## src/rtl/sb_rx_deframer.sv

```systemverilog
// Sideband receive deframer: UART-style bit capture, DLE framing/unstuffing,
// LT transactions as single events and AT transactions as a first/last-marked byte stream.
module sb_rx_deframer #(
  parameter logic [7:0]  DLE          = 8'hFE,
  parameter logic [7:0]  STX_AT       = 8'h05,
  parameter logic [7:0]  ETX          = 8'h40,
  parameter int unsigned MAX_AT_BYTES = 16
) (
  input  logic       sb_clk,
  input  logic       rst,
  input  logic       enable,
  input  logic       sbrx,
  output logic       lt_valid,
  output logic [7:0] lt_lse,
  output logic       lt_err,
  output logic       at_valid,
  output logic [7:0] at_data,
  output logic       at_first,
  output logic       at_last,
  output logic       at_err,
  output logic       rx_busy
);

  localparam int unsigned CW = $clog2(MAX_AT_BYTES + 1);

  typedef enum logic [1:0] {B_HUNT, B_DATA, B_STOP} bit_state_e;
  typedef enum logic [2:0] {
    F_IDLE, F_GOT_DLE, F_LT_CLSE, F_LT_DLE, F_LT_ETX, F_AT_DATA, F_AT_ESC
  } frm_state_e;

  bit_state_e    bit_state_q;
  frm_state_e    frm_state_q;
  logic [2:0]    bit_cnt_q;
  logic [7:0]    shift_q;
  logic          armed_q;
  logic [7:0]    lse_q;
  logic [7:0]    hold_q;
  logic          hold_full_q;
  logic          first_pend_q;
  logic [CW-1:0] pay_cnt_q;

  logic          lt_valid_q, lt_err_q, at_valid_q, at_err_q, at_first_q, at_last_q;
  logic [7:0]    lt_lse_q, at_data_q;

  logic          stop_ok, stop_bad, pay_stb;

  // The frame layer acts on the byte at the stop-bit edge so results appear
  // in the cycle right after the stop bit.
  always_comb begin
    stop_ok  = (bit_state_q == B_STOP) && sbrx;
    stop_bad = (bit_state_q == B_STOP) && !sbrx;
    pay_stb  = stop_ok &&
               (((frm_state_q == F_AT_DATA) && (shift_q != DLE)) ||
                ((frm_state_q == F_AT_ESC)  && (shift_q == DLE)));
  end

  always_ff @(posedge sb_clk or negedge rst) begin
    if (!rst) begin
      bit_state_q  <= B_HUNT;
      frm_state_q  <= F_IDLE;
      bit_cnt_q    <= '0;
      shift_q      <= '0;
      armed_q      <= 1'b0;
      lse_q        <= '0;
      hold_q       <= '0;
      hold_full_q  <= 1'b0;
      first_pend_q <= 1'b0;
      pay_cnt_q    <= '0;
      lt_valid_q   <= 1'b0;
      lt_err_q     <= 1'b0;
      lt_lse_q     <= '0;
      at_valid_q   <= 1'b0;
      at_err_q     <= 1'b0;
      at_first_q   <= 1'b0;
      at_last_q    <= 1'b0;
      at_data_q    <= '0;
    end else begin
      lt_valid_q <= 1'b0;
      lt_err_q   <= 1'b0;
      at_valid_q <= 1'b0;
      at_err_q   <= 1'b0;
      at_first_q <= 1'b0;
      at_last_q  <= 1'b0;
      if (!enable) begin
        bit_state_q <= B_HUNT;
        armed_q     <= 1'b0;
        frm_state_q <= F_IDLE;
        hold_full_q <= 1'b0;
      end else begin
        // A start bit is only accepted after the line has been seen high.
        case (bit_state_q)
          B_HUNT: begin
            if (sbrx) armed_q <= 1'b1;
            else if (armed_q) begin
              bit_state_q <= B_DATA;
              bit_cnt_q   <= '0;
            end
          end
          B_DATA: begin
            shift_q   <= {sbrx, shift_q[7:1]};
            bit_cnt_q <= bit_cnt_q + 3'd1;
            if (bit_cnt_q == 3'd7) bit_state_q <= B_STOP;
          end
          default: begin
            bit_state_q <= B_HUNT;
            if (!sbrx) armed_q <= 1'b0;
          end
        endcase

        if (stop_bad) begin
          if (frm_state_q inside {F_AT_DATA, F_AT_ESC}) at_err_q <= 1'b1;
          if (frm_state_q inside {F_LT_CLSE, F_LT_DLE, F_LT_ETX}) lt_err_q <= 1'b1;
          frm_state_q <= F_IDLE;
          hold_full_q <= 1'b0;
        end else if (stop_ok) begin
          case (frm_state_q)
            F_IDLE: if (shift_q == DLE) frm_state_q <= F_GOT_DLE;
            F_GOT_DLE: begin
              if (shift_q == STX_AT) begin
                frm_state_q  <= F_AT_DATA;
                pay_cnt_q    <= '0;
                hold_full_q  <= 1'b0;
                first_pend_q <= 1'b1;
              end else if ((shift_q == DLE) || (shift_q == ETX)) begin
                frm_state_q <= F_IDLE;
              end else begin
                lse_q       <= shift_q;
                frm_state_q <= F_LT_CLSE;
              end
            end
            F_LT_CLSE: begin
              if (shift_q == ~lse_q) frm_state_q <= F_LT_DLE;
              else begin
                lt_err_q    <= 1'b1;
                frm_state_q <= F_IDLE;
              end
            end
            F_LT_DLE: begin
              if (shift_q == DLE) frm_state_q <= F_LT_ETX;
              else begin
                lt_err_q    <= 1'b1;
                frm_state_q <= F_IDLE;
              end
            end
            F_LT_ETX: begin
              if (shift_q == ETX) begin
                lt_valid_q <= 1'b1;
                lt_lse_q   <= lse_q;
              end else begin
                lt_err_q   <= 1'b1;
              end
              frm_state_q <= F_IDLE;
            end
            F_AT_DATA: if (shift_q == DLE) frm_state_q <= F_AT_ESC;
            F_AT_ESC: begin
              if (shift_q == DLE) begin
                frm_state_q <= F_AT_DATA;
              end else if ((shift_q == ETX) && hold_full_q) begin
                at_valid_q   <= 1'b1;
                at_data_q    <= hold_q;
                at_first_q   <= first_pend_q;
                at_last_q    <= 1'b1;
                frm_state_q  <= F_IDLE;
                hold_full_q  <= 1'b0;
              end else begin
                at_err_q    <= 1'b1;
                frm_state_q <= F_IDLE;
                hold_full_q <= 1'b0;
              end
            end
            default: frm_state_q <= F_IDLE;
          endcase

          // Overrides the AT_ESC -> AT_DATA move when the payload overflows.
          if (pay_stb) begin
            if (pay_cnt_q == CW'(MAX_AT_BYTES)) begin
              at_err_q    <= 1'b1;
              frm_state_q <= F_IDLE;
              hold_full_q <= 1'b0;
            end else begin
              pay_cnt_q   <= pay_cnt_q + CW'(1);
              hold_q      <= shift_q;
              hold_full_q <= 1'b1;
              if (hold_full_q) begin
                at_valid_q   <= 1'b1;
                at_data_q    <= hold_q;
                at_first_q   <= first_pend_q;
                first_pend_q <= 1'b0;
              end
            end
          end
        end
      end
    end
  end

  assign lt_valid = lt_valid_q;
  assign lt_lse   = lt_lse_q;
  assign lt_err   = lt_err_q;
  assign at_valid = at_valid_q;
  assign at_data  = at_data_q;
  assign at_first = at_first_q;
  assign at_last  = at_last_q;
  assign at_err   = at_err_q;
  assign rx_busy  = (frm_state_q != F_IDLE);

endmodule
```

## config.mk

```make
export PLATFORM = sky130hd
export DESIGN_NAME = sb_rx_deframer
export DESIGN_NICKNAME = d
export VERILOG_FILES = /design/src/rtl/sb_rx_deframer.sv
export SDC_FILE = /design/constraint.sdc
export NUM_CORES = 1
export LEC_CHECK = 0
export CAP_MARGIN = 10
export CELL_PAD_IN_SITES_DETAIL_PLACEMENT = 1
export CELL_PAD_IN_SITES_GLOBAL_PLACEMENT = 2
export CORE_MARGIN = 8
export CORE_UTILIZATION = 34
export CTS_CLUSTER_SIZE = 8
export DETAILED_ROUTE_END_ITERATION = 12
export GPL_TIMING_DRIVEN = 0
export PLACE_DENSITY_LB_ADDON = 0.1
export REMOVE_ABC_BUFFERS = 1
export SLEW_MARGIN = 20
export SYNTH_ARGS = -nofsm -noshare
export SYNTH_HDL_FRONTEND = slang
export SYNTH_SLANG_ARGS = --single-unit
```

## constraint.sdc

```tcl
create_clock -name sb_clk -period 2.1 [get_ports sb_clk]
set_input_delay 0.42 -clock sb_clk [delete_from_list [all_inputs] [get_ports sb_clk]]
set_output_delay 0.42 -clock sb_clk [all_outputs]
set_load 0.03 [all_outputs]
```

==> metrics.cfg, run 1 <==
[run_status]
run_status = finished, violations left
violations = setup timing

[cells_and_area]
n_fill_cell = 922
finish.net_count = 328
antenna_cells = 0
post_route_cells_drive_above_1_share_pct = 36.1
multi_input_comb_area_um2 = 1420
layout_common_cells = sky130_fd_sc_hd__dfrtp_1, sky130_fd_sc_hd__nand2_1, sky130_fd_sc_hd__mux2_2
synthToLayoutAreaGrowth_pct = 30.9
area.sequential_um2 = 1570
commonest_non_fill_non_tap_cell_in_the_layout = sky130_fd_sc_hd__dfrtp_1

[placed_design]
place_hpwl_um = 4800
gpl.final_weighted_congestion = 0.800
port_buffers = 26

[sta]
worst_slew_pin_slew_ns = 0.632
holdWs_ns = 0.472
period_needed_ns = 2.14
post-route-period-util_pct = 102
final-setup-viol-count = 10
count_of_endpoints_failing_hold_in_the_final_timing_report = 0
final-max-slew-violation-count = 0
grt_setup_unrepaired = true
postLayoutSetupSlackWorst_ns = -0.0447
timing.clock.skew_ns = 0.0109
achievable-frequency_ghz = 0.466
totalNegativeSetupSlack_ns = -0.171
max_slew_headroom_pct = 57.4

[worst_setup_path]
critPathKind = register to register
path_buf_inv = 1
worst_path_largest_cell_delay_ns = 0.57
worst-endpoint-arrival_ns = 2.36
series_of_cell_instances_along_the_critical_path = or4b_4 -> or4_4 -> buf_4 -> nor2_4 -> mux2_4 -> mux2i_1
crit_fanout = 4
crit_required_ns = 2.32
worst_setup_path_end_kind = register
cpLargestDelayFamily = simple AND/OR/NAND/NOR gates
slowest_stage = sky130_fd_sc_hd__or4_4
timing.critical_path.from_type = register

[yosys]
synth_cell_area_um2 = 2970
synth_warnings = 0
synthDistinctLibCells = 55
avgSynthCellArea_um2 = 11.1
synth.ff_latch_count = 62
synth.yosys.seq_area_share_pct = 52.3
number_of_enable_type_register_cells_in_the_synthesized_netlist = 0
post_synth_inst_count = 267
postSynth.asyncResetShare_pct = 100
ys_dominant_reg_cell = sky130_fd_sc_hd__dfrtp_1

[die]
placeableCoreArea_um2 = 8590
die_h_um = 109
core.rowCount = 34
initial_core_utilization_pct = 34.6
die_width_um = 109
design.portCount = 27
die-area_um2 = 12000

[global_routing]
top_usage_layer = met2
grt_start_max_net_pins = 39
met1_usage_pct = 16.8
antenna_violations_before_repair = 0
groute.layer.met2.usage_pct = 21.7
grt_first_pass_wirelength_um = 12500
first_global_vias = 2433
grt-ovfl-total = 0
globalRouteTotalUtil_pct = 13.4
gr-usage-met3_pct = 3.28

[routing]
drtPass1Iterations = 4
drt_iter0_drc = 44
postRouteAntennaNets = 0
detail_route.drc_violations = 0
dr_total_vias = 2181
route.final.wire_length_um = 7320
avgViaCountPerCell = 5.05
drt-wirelength-per-cell_um = 17.0

[power]
vdd.ir_drop.worst_mv = 0.304
power_density_over_the_cells_nw_per_um2 = 743
p_leak_nw = 1.83
design_power_total_mw = 2.89

[flow_run]
drv_cap = 0

[clocking]
cts_num_sinks = 62
clockRootBuffer = sky130_fd_sc_hd__clkbuf_8
clkTransAtPathRegs_ns = 0.07
tritoncts = done
cts_buffers = 9
clock_tree.buffer_depth = 2
clock_insertion_delay_worst_skew_ns = 0.33
cts-htree-levels = 3

[hold_path]
timing.hold.worst.class = register to register

-- area by class of cell --
| type | instances | area share, % |
|---|---|---|
| Inverter | 8 | 0.773 |
| Clock buffer | 10 | 3.54 |
| Clock inverter | 5 | 1.55 |
| Sequential cell | 62 | 40.3 |
| Timing Repair Buffer | 58 | 13.7 |
| Tap cell | 108 | 3.48 |
| Multi-Input combinational cell | 181 | 36.6 |
-- where the power goes --
part | internal, mW | switching [mW]
Sequential | 1.27 | 0.0589
Combinational | 0.242 | 0.261
Clock | 0.573 | 0.485
-- per-layer routing --
metal  up-vias  part of all wire, %
met2        27                   48
met5         -                    0
met1      1099                   48
met3         7                  3.3
met4         0                  1.1
li1       1048                    -
-- worst paths after layout --
| path | startpoint | endpoint | slack [ns] | depth (start not counted) |
|---|---|---|---|---|
| min | hold_q[7]$_DFFE_PN0P_ | hold_q[7]$_DFFE_PN0P_ | 0.47 | 2 |
| max reg2reg | shift_q[6]$_DFFE_PN0P_ | pay_cnt_q[2]$_DFFE_PN0P_ | -0.04 | 6 |
| max in group asynchronous | rst | frm_state_q[1]$_DFFE_PN0N_ | 1.03 | 3 |
| max | shift_q[6]$_DFFE_PN0P_ | pay_cnt_q[2]$_DFFE_PN0P_ | -0.04 | 6 |
| min reg2reg | hold_q[7]$_DFFE_PN0P_ | hold_q[7]$_DFFE_PN0P_ | 0.47 | 2 |
| min in group asynchronous | rst | at_data[5]$_DFFE_PN0P_ | 0.53 | 2 |
-- cells by family after synthesis --
logic type      Yosys count  share of synthesized area (%)
buf+inv                  24                           3.67
compound gates           37                           9.19
xor+xnor                 10                           2.95
simple gates             95                           17.1
fa+ha+maj                 4                           1.69
flops                    62                           52.3
mux                      35                           13.2
-- what timing repair did --
item | CTS | global route
resized for setup | 38 | 11
setup endpoints to repair | 41 | 33
gates cloned | 0 | 0
pin swaps | 7 | 3
setup buffers | 25 | 4
hold buffers | 1 | 0
endpoints found under the hold margin | 24 | 0
-- synthesized netlist by cell type, types with 2 or more instances --
cell type	n	area share [%]
sky130_fd_sc_hd__dfrtp_1	62	52
sky130_fd_sc_hd__nand2_1	37	4.7
sky130_fd_sc_hd__mux2_2	33	13
sky130_fd_sc_hd__nor2_1	14	1.8
sky130_fd_sc_hd__o21ai_0	11	1.9
sky130_fd_sc_hd__clkbuf_1	10	1.3
sky130_fd_sc_hd__inv_1	8	1.0
sky130_fd_sc_hd__nand3_1	8	1.3
sky130_fd_sc_hd__xor2_1	7	2.1
sky130_fd_sc_hd__nor2b_1	5	1.1
sky130_fd_sc_hd__ha_1	4	1.7
sky130_fd_sc_hd__nand4_1	4	0.84
sky130_fd_sc_hd__nand4b_1	3	0.89
sky130_fd_sc_hd__nor4_1	3	0.63
sky130_fd_sc_hd__xnor2_1	3	0.89
sky130_fd_sc_hd__a211oi_1	2	0.51
sky130_fd_sc_hd__a21oi_1	2	0.34
sky130_fd_sc_hd__a32o_1	2	0.67
sky130_fd_sc_hd__buf_2	2	0.34
sky130_fd_sc_hd__buf_6	2	0.76
sky130_fd_sc_hd__mux2i_1	2	0.67
sky130_fd_sc_hd__nand2b_1	2	0.42
sky130_fd_sc_hd__nor3_1	2	0.34
sky130_fd_sc_hd__nor4b_1	2	0.59
sky130_fd_sc_hd__o211a_1	2	0.67
sky130_fd_sc_hd__o21a_1	2	0.51
sky130_fd_sc_hd__o21ai_1	2	0.34
sky130_fd_sc_hd__o31ai_1	2	0.51
sky130_fd_sc_hd__or2_1	2	0.42
sky130_fd_sc_hd__or4_1	2	0.51
-- sequential cells by signal, summed over array words and instances (netlist names), 2 cells and up --
| signal | cells |
|---|---|
| bit_state_q | 2 |
| lt_lse | 8 |
| lse_q | 8 |
| frm_state_q | 3 |
| bit_cnt_q | 3 |
| shift_q | 8 |
| hold_q | 8 |
| pay_cnt_q | 5 |
| at_data | 8 |
-- worst reg2reg max path, cell delays in order, from the launching register on --
cell	delay (ns)
sky130_fd_sc_hd__dfrtp_2	0.43
sky130_fd_sc_hd__or4b_4	0.53
sky130_fd_sc_hd__or4_4	0.57
sky130_fd_sc_hd__buf_4	0.17
sky130_fd_sc_hd__nor2_4	0.13
sky130_fd_sc_hd__mux2_4	0.15
sky130_fd_sc_hd__mux2i_1	0.06
-- through the flow --
stage	worst slack, ns	cell area (um^2)	instances	util [%]
6_report	-0.0447	3890	432	45.2
5_1_grt	-0.0997	3890	432	45.2
4_1_cts	-0.0409	3840	428	44.7
3_5_place_dp	-1.02	3310	387	38.5
3_3_place_gp	-1.61	3290	385	38.2
2_1_floorplan	-0.191	2890	251	-
Note: power is estimated with default switching activity, not from simulation.
==> run 2, diff against run 1 <==
--- a/config.mk
+++ b/config.mk
@@ -9,7 +9,7 @@
 export CELL_PAD_IN_SITES_DETAIL_PLACEMENT = 1
 export CELL_PAD_IN_SITES_GLOBAL_PLACEMENT = 2
 export CORE_MARGIN = 8
-export CORE_UTILIZATION = 34
+export CORE_UTILIZATION = 38
 export CTS_CLUSTER_SIZE = 8
 export DETAILED_ROUTE_END_ITERATION = 12
 export GPL_TIMING_DRIVEN = 0
==> constraint.sdc (replaced) <==
create_clock -name sb_clk -period 2.45 [get_ports sb_clk]
set_input_delay 0.49 -clock sb_clk [delete_from_list [all_inputs] [get_ports sb_clk]]
set_output_delay 0.49 -clock sb_clk [all_outputs]
set_load 0.03 [all_outputs]
==> run 2 against run 1 <==
Against the previous run: the flow now finishes without violations; cell area shrank 7.1%; clock power decreased by 6%; global-route usage decreased by 0.28 points; first-iteration DRC count grew 57%; highest routed layer unchanged.
==> metrics.cfg, run 2 (synthesis gave the netlist of run 1 again) <==
[clocking]
clock_tree.buffer_depth = 2
postCtsHoldBufs = 0
cts_buffers = 9
tritoncts = done
cts-htree-levels = 3
cts_num_sinks = 62
clock_insertion_delay_worst_skew_ns = 0.34
clockRootBuffer = sky130_fd_sc_hd__clkbuf_8
clkTransAtPathRegs_ns = 0.07

[routing]
drt_iter0_drc = 69
avgViaCountPerCell = 5.33
route.final.wire_length_um = 6710
drtPass1Iterations = 4
detail_route.drc_violations = 0
dr_total_vias = 2121
postRouteAntennaNets = 0
drt-wirelength-per-cell_um = 16.9

[sta]
timing.clock.skew_ns = 0.0111
worst_slew_pin_slew_ns = 0.540
max_slew_headroom_pct = 63.7
final-max-slew-violation-count = 0
period_needed_ns = 2.33
count_of_endpoints_failing_hold_in_the_final_timing_report = 0
post-route-period-util_pct = 95.2
grt_setup_unrepaired = false
final-setup-viol-count = 0
holdWs_ns = 0.0128
achievable-frequency_ghz = 0.429

[placed_design]
place_hpwl_um = 4630
gpl.final_weighted_congestion = 0.809
port_buffers = 26
placedInstanceArea_um2 = 3310

[global_routing]
first_global_vias = 2279
antenna_violations_before_repair = 0
grt-ovfl-total = 0
grt_start_max_net_pins = 48
grt_first_pass_wirelength_um = 11500
globalRouteTotalUtil_pct = 13.1

[die]
core.rowCount = 32
die_h_um = 104
die_width_um = 104
design.portCount = 27
die-area_um2 = 10900
initial_core_utilization_pct = 38.8
placeableCoreArea_um2 = 7650

[cells_and_area]
design_area_um2 = 3610
synthToLayoutAreaGrowth_pct = 21.6
antenna_cells = 0
commonest_non_fill_non_tap_cell_in_the_layout = sky130_fd_sc_hd__dfrtp_1
layout_common_cells = sky130_fd_sc_hd__dfrtp_1, sky130_fd_sc_hd__nand2_1, sky130_fd_sc_hd__mux2_2
finish.net_count = 300
finalCoreUtilization_pct = 47.2
post_route_cells_drive_above_1_share_pct = 24.3

[worst_setup_path]
timing.critical_path.from_type = register
crit_fanout = 10
crit_required_ns = 1.96
worst_setup_path_end_kind = primary output
critPathKind = register to primary output
worst-endpoint-arrival_ns = 1.84

[power]
p_leak_nw = 1.70
power_density_over_the_cells_nw_per_um2 = 670
combPwrFrac_pct = 9.1
power.share.clock_pct = 41.4
sw_frac_of_total_pct = 26.4
internal_power_mw = 1.78
power_switching_mw = 0.637
vdd.ir_drop.worst_mv = 0.312
seq_power_share_pct = 49.4

[hold_path]
timing.hold.worst.class = primary input to async pin

[run_status]
run_status = complete, no violations

[flow_run]
drv_cap = 0

run 2: changes by cell type in the layout (fill, tap and decap cells not counted), sizes merged:
| cell | change |
|---|---|
| clkdlybuf4s50 | +1 |
| clkbuf | -1 |
| bufinv | +1 |
| clkdlybuf4s15 | +2 |
| o22ai | +1 |
| clkinvlp | -2 |
| buf | -28 |
| clkinv | +1 |
| clkdlybuf4s18 | -2 |
| dlygate4sd3 | -1 |
run 2: worst paths after layout:
kind	slack (ns)	end	startpoint	cells past startpoint
min in group sb_clk	0.47	hold_q[1]$_DFFE_PN0P_	hold_q[1]$_DFFE_PN0P_	2
hold reg to reg	0.47	hold_q[1]$_DFFE_PN0P_	hold_q[1]$_DFFE_PN0P_	2
setup reg to reg	0.14	at_data[7]$_DFFE_PN0P_	shift_q[0]$_DFFE_PN0P_	5
hold / removal	0.01	lt_lse[2]$_DFFE_PN0P_	rst	1
max in group asynchronous	1.92	hold_full_q$_DFFE_PN0P_	rst	2
setup / recovery	0.12	rx_busy	frm_state_q[0]$_DFFE_PN0N_	2
run 2: worst max-delay path, stage by stage, from the launching register on:
cell and delay (ns):
sky130_fd_sc_hd__dfrtp_1 0.48, sky130_fd_sc_hd__or3_1 0.41, sky130_fd_sc_hd__clkdlybuf4s50_1 0.61
run 2: layout make-up:
| cell class | count | area (um^2) |
|---|---|---|
| fillers | 804 | 4040 |
| flip-flops and latches | 62 | 1560 |
| multi-input cells | 182 | 1360 |
| repair buffers | 29 | 313 |
| clock buffers | 10 | 138 |
| well taps | 102 | 128 |
| clock inverters | 5 | 83.8 |
| inverters | 8 | 30.0 |
run 2: power by group through the flow:
| stage | sequential [mW] | clock, mW | combinational (mW) |
|---|---|---|---|
| 2_1_floorplan | 1.17 | 0 | 0.154 |
| 3_3_place_gp | 1.21 | 0 | 0.202 |
| 3_5_place_dp | 1.21 | 0 | 0.215 |
| 4_1_cts | 1.19 | 1.04 | 0.222 |
| 5_1_grt | 1.21 | 1.07 | 0.253 |
| 6_report | 1.19 | 1.00 | 0.221 |
run 2: metrics by stage:
| stage | power (mW) | setup WS (ns) | instances | setup TNS, ns |
|---|---|---|---|---|
| after global placement | 1.41 | -1.18 | 379 | -95.77 |
| after detailed placement | 1.42 | -0.680 | 381 | -14.35 |
| final | 2.42 | 0.119 | 398 | 0 |
| after CTS | 2.45 | 0.00908 | 398 | 0 |
| after global routing | 2.54 | 0.0417 | 398 | 0 |
| after floorplan | 1.32 | 0.159 | 251 | 0 |
run 2: timing repair:
action | in CTS | in global routing
gates resized for setup | 9 | 9
setup buffers | 1 | 0
pin swaps | 1 | 1
setup endpoints to repair | 20 | 15
gates cloned | 1 | 0
run 2: per-layer routing:
layer  track usage (%)  share of wire (%)  up-vias  routed length (um)
li1                  -                  -     1003                   -
met2              20.9                 47       27                3180
met3              3.28                3.2        9                 213
met5                 0                  0        -                   0
met1              16.2                 48     1082                3200
met4              6.20                1.7        0                 111
==> run 3, diff against run 2 <==
--- a/config.mk
+++ b/config.mk
@@ -9,7 +9,8 @@
 export CELL_PAD_IN_SITES_DETAIL_PLACEMENT = 1
 export CELL_PAD_IN_SITES_GLOBAL_PLACEMENT = 2
 export CORE_MARGIN = 8
-export CORE_UTILIZATION = 38
+export CORE_UTILIZATION = 39
+export CTS_BUF_LIST = sky130_fd_sc_hd__clkbuf_8
 export CTS_CLUSTER_SIZE = 8
 export DETAILED_ROUTE_END_ITERATION = 12
 export GPL_TIMING_DRIVEN = 0
==> run 3 against run 2 <==
Against the previous run: critical endpoint is now lse_q[6]$_DFFE_PN0P_; setup slack worse by 0.034 ns; global-route usage up 0.45 points; utilization up 0.28 points; non-clock buffer count up 1.
==> metrics.cfg, run 3 (synthesis gave the netlist of run 1 again) <==
[run_status]
run_status = complete, no violations

[worst_setup_path]
worst_r2r_path_cells = 6
slowest_stage = sky130_fd_sc_hd__or4_4
crit_fanout = 10
critPathKind = register to register
worst_setup_path_end_kind = register
crit-reg2reg-capture = lse_q[6]$_DFFE_PN0P_
worst-endpoint-arrival_ns = 2.58
series_of_cell_instances_along_the_critical_path = nand2b_4 -> or2_1 -> or4_4 -> a21oi_4 -> buf_12 -> mux2_2
crit_required_ns = 2.66
reg2reg_from = bit_state_q[0]$_DFFE_PN0P_
timing.critical_path.from_type = register
setup.reg_to_reg.worst_slack_ns = 0.08
worst_path_largest_cell_delay_ns = 0.56

[cells_and_area]
finalCoreUtilization_pct = 47.5
finish.net_count = 300
synthToLayoutAreaGrowth_pct = 21.0
commonest_non_fill_non_tap_cell_in_the_layout = sky130_fd_sc_hd__dfrtp_1
post_route_cells_drive_above_1_share_pct = 23.2
antenna_cells = 0
stdcell_count = 399
layout_common_cells = sky130_fd_sc_hd__dfrtp_1, sky130_fd_sc_hd__nand2_1, sky130_fd_sc_hd__mux2_2

[sta]
post-route-period-util_pct = 96.5
max_slew_headroom_pct = 60.2
final-max-slew-violation-count = 0
totalNegativeSetupSlack_ns = 0
final-setup-viol-count = 0
holdWs_ns = 0.0805
count_of_endpoints_failing_hold_in_the_final_timing_report = 0
period_needed_ns = 2.37
achievable-frequency_ghz = 0.423
worst_slew_pin_slew_ns = 0.592
timing.clock.skew_ns = 0.00817

[placed_design]
place_hpwl_um = 4680
gpl.final_weighted_congestion = 0.826
port_buffers = 26
place_inst = 381

[global_routing]
globalRouteTotalUtil_pct = 13.6
grt_start_max_net_pins = 33
antenna_violations_before_repair = 0
grt_first_pass_wirelength_um = 11000
grt-ovfl-total = 0
first_global_vias = 2208

[power]
design_power_total_mw = 2.38
p_leak_nw = 1.73
power_density_over_the_cells_nw_per_um2 = 662
vdd.ir_drop.worst_mv = 0.293

[routing]
drt_iter0_drc = 87
avgViaCountPerCell = 5.21
drtPass1Iterations = 4
dr_total_vias = 2079
route.final.wire_length_um = 6570
postRouteAntennaNets = 0
detail_route.drc_violations = 0
drt-wirelength-per-cell_um = 16.5

[die]
core.rowCount = 32
design.portCount = 27
placeableCoreArea_um2 = 7570
die_width_um = 103
die_h_um = 103
die-area_um2 = 10700
initial_core_utilization_pct = 39.2

[hold_path]
timing.hold.worst.class = primary input to async pin

[clocking]
clockRootBuffer = sky130_fd_sc_hd__clkbuf_8
tritoncts = done
clock_insertion_delay_worst_skew_ns = 0.33
cts_num_sinks = 62
clock_tree.buffer_depth = 2
cts_buffers = 9
cts-htree-levels = 3
clkTransAtPathRegs_ns = 0.07

[flow_run]
drv_cap = 0

[run 3: cell count changes in the layout (fill, tap and decap cells not counted), sizes merged]
cell	change
clkinvlp	-2
buf	+1
clkinv	+1
inv	+2
o22ai	-1
[run 3: worst max path at each step]
stage	start	to	slack [ns]	cells past startpoint
finish	bit_state_q[0]$_DFFE_PN0P_	lse_q[6]$_DFFE_PN0P_	0.08	6
global route	bit_state_q[0]$_DFFE_PN0P_	lse_q[6]$_DFFE_PN0P_	-0.007	6
CTS	bit_state_q[0]$_DFFE_PN0P_	lse_q[6]$_DFFE_PN0P_	0.004	5
detailed placement	sbrx	at_data[4]$_DFFE_PN0P_	-0.76	6
global placement	rst	bit_state_q[0]$_DFFE_PN0P_	-1.24	1
floorplan	shift_q[0]$_DFFE_PN0P_	pay_cnt_q[2]$_DFFE_PN0P_	0.16	5
[run 3: area by class of cell]
class | count | area (um^2)
Tap cell | 102 | 128
Multi-Input combinational cell | 181 | 1340
Timing Repair Buffer | 30 | 328
Clock buffer | 10 | 138
Clock inverter | 6 | 77.6
Inverter | 8 | 30.0
Sequential cell | 62 | 1560
Fill cell | 791 | 3970
[run 3: timing repair]
item	in CTS	in global routing
resized for setup	10	6
pin swaps	1	2
cloned	0	0
setup buffers	1	1
setup endpoints to repair	19	27
hold buffers	0	0
[run 3: stage by stage]
stage	worst slack (ns)	instance area, um^2
after floorplan	0.159	2890
after global placement	-1.24	3280
after detailed placement	-0.756	3300
after CTS	0.00376	3560
after global routing	-0.00734	3590
final	0.0849	3590
[run 3: metal layers]
layer	track usage (%)	wire length [um]	part of all wire (%)	up-vias
li1	-	-	-	993
met1	16.9	3160	48	1052
met3	3.08	244	3.7	10
met4	6.79	127	1.9	0
met5	0	0	0	-
met2	21.6	3040	46	24
[run 3: report_power, final]
group          internal (mW)  switching, mW
logic                  0.101          0.116
registers               1.08          0.111
clock network          0.590          0.382
[run 3: worst max-delay path: cells and delay by family, from the launching register on]
kind                   cells  cell delay [ns]
AND/OR/NAND/NOR            3             1.14
flip-flops                 1             0.47
multiplexers               1             0.34
AO/OA/AOI/OAI              1             0.15
buffers and inverters      1             0.14
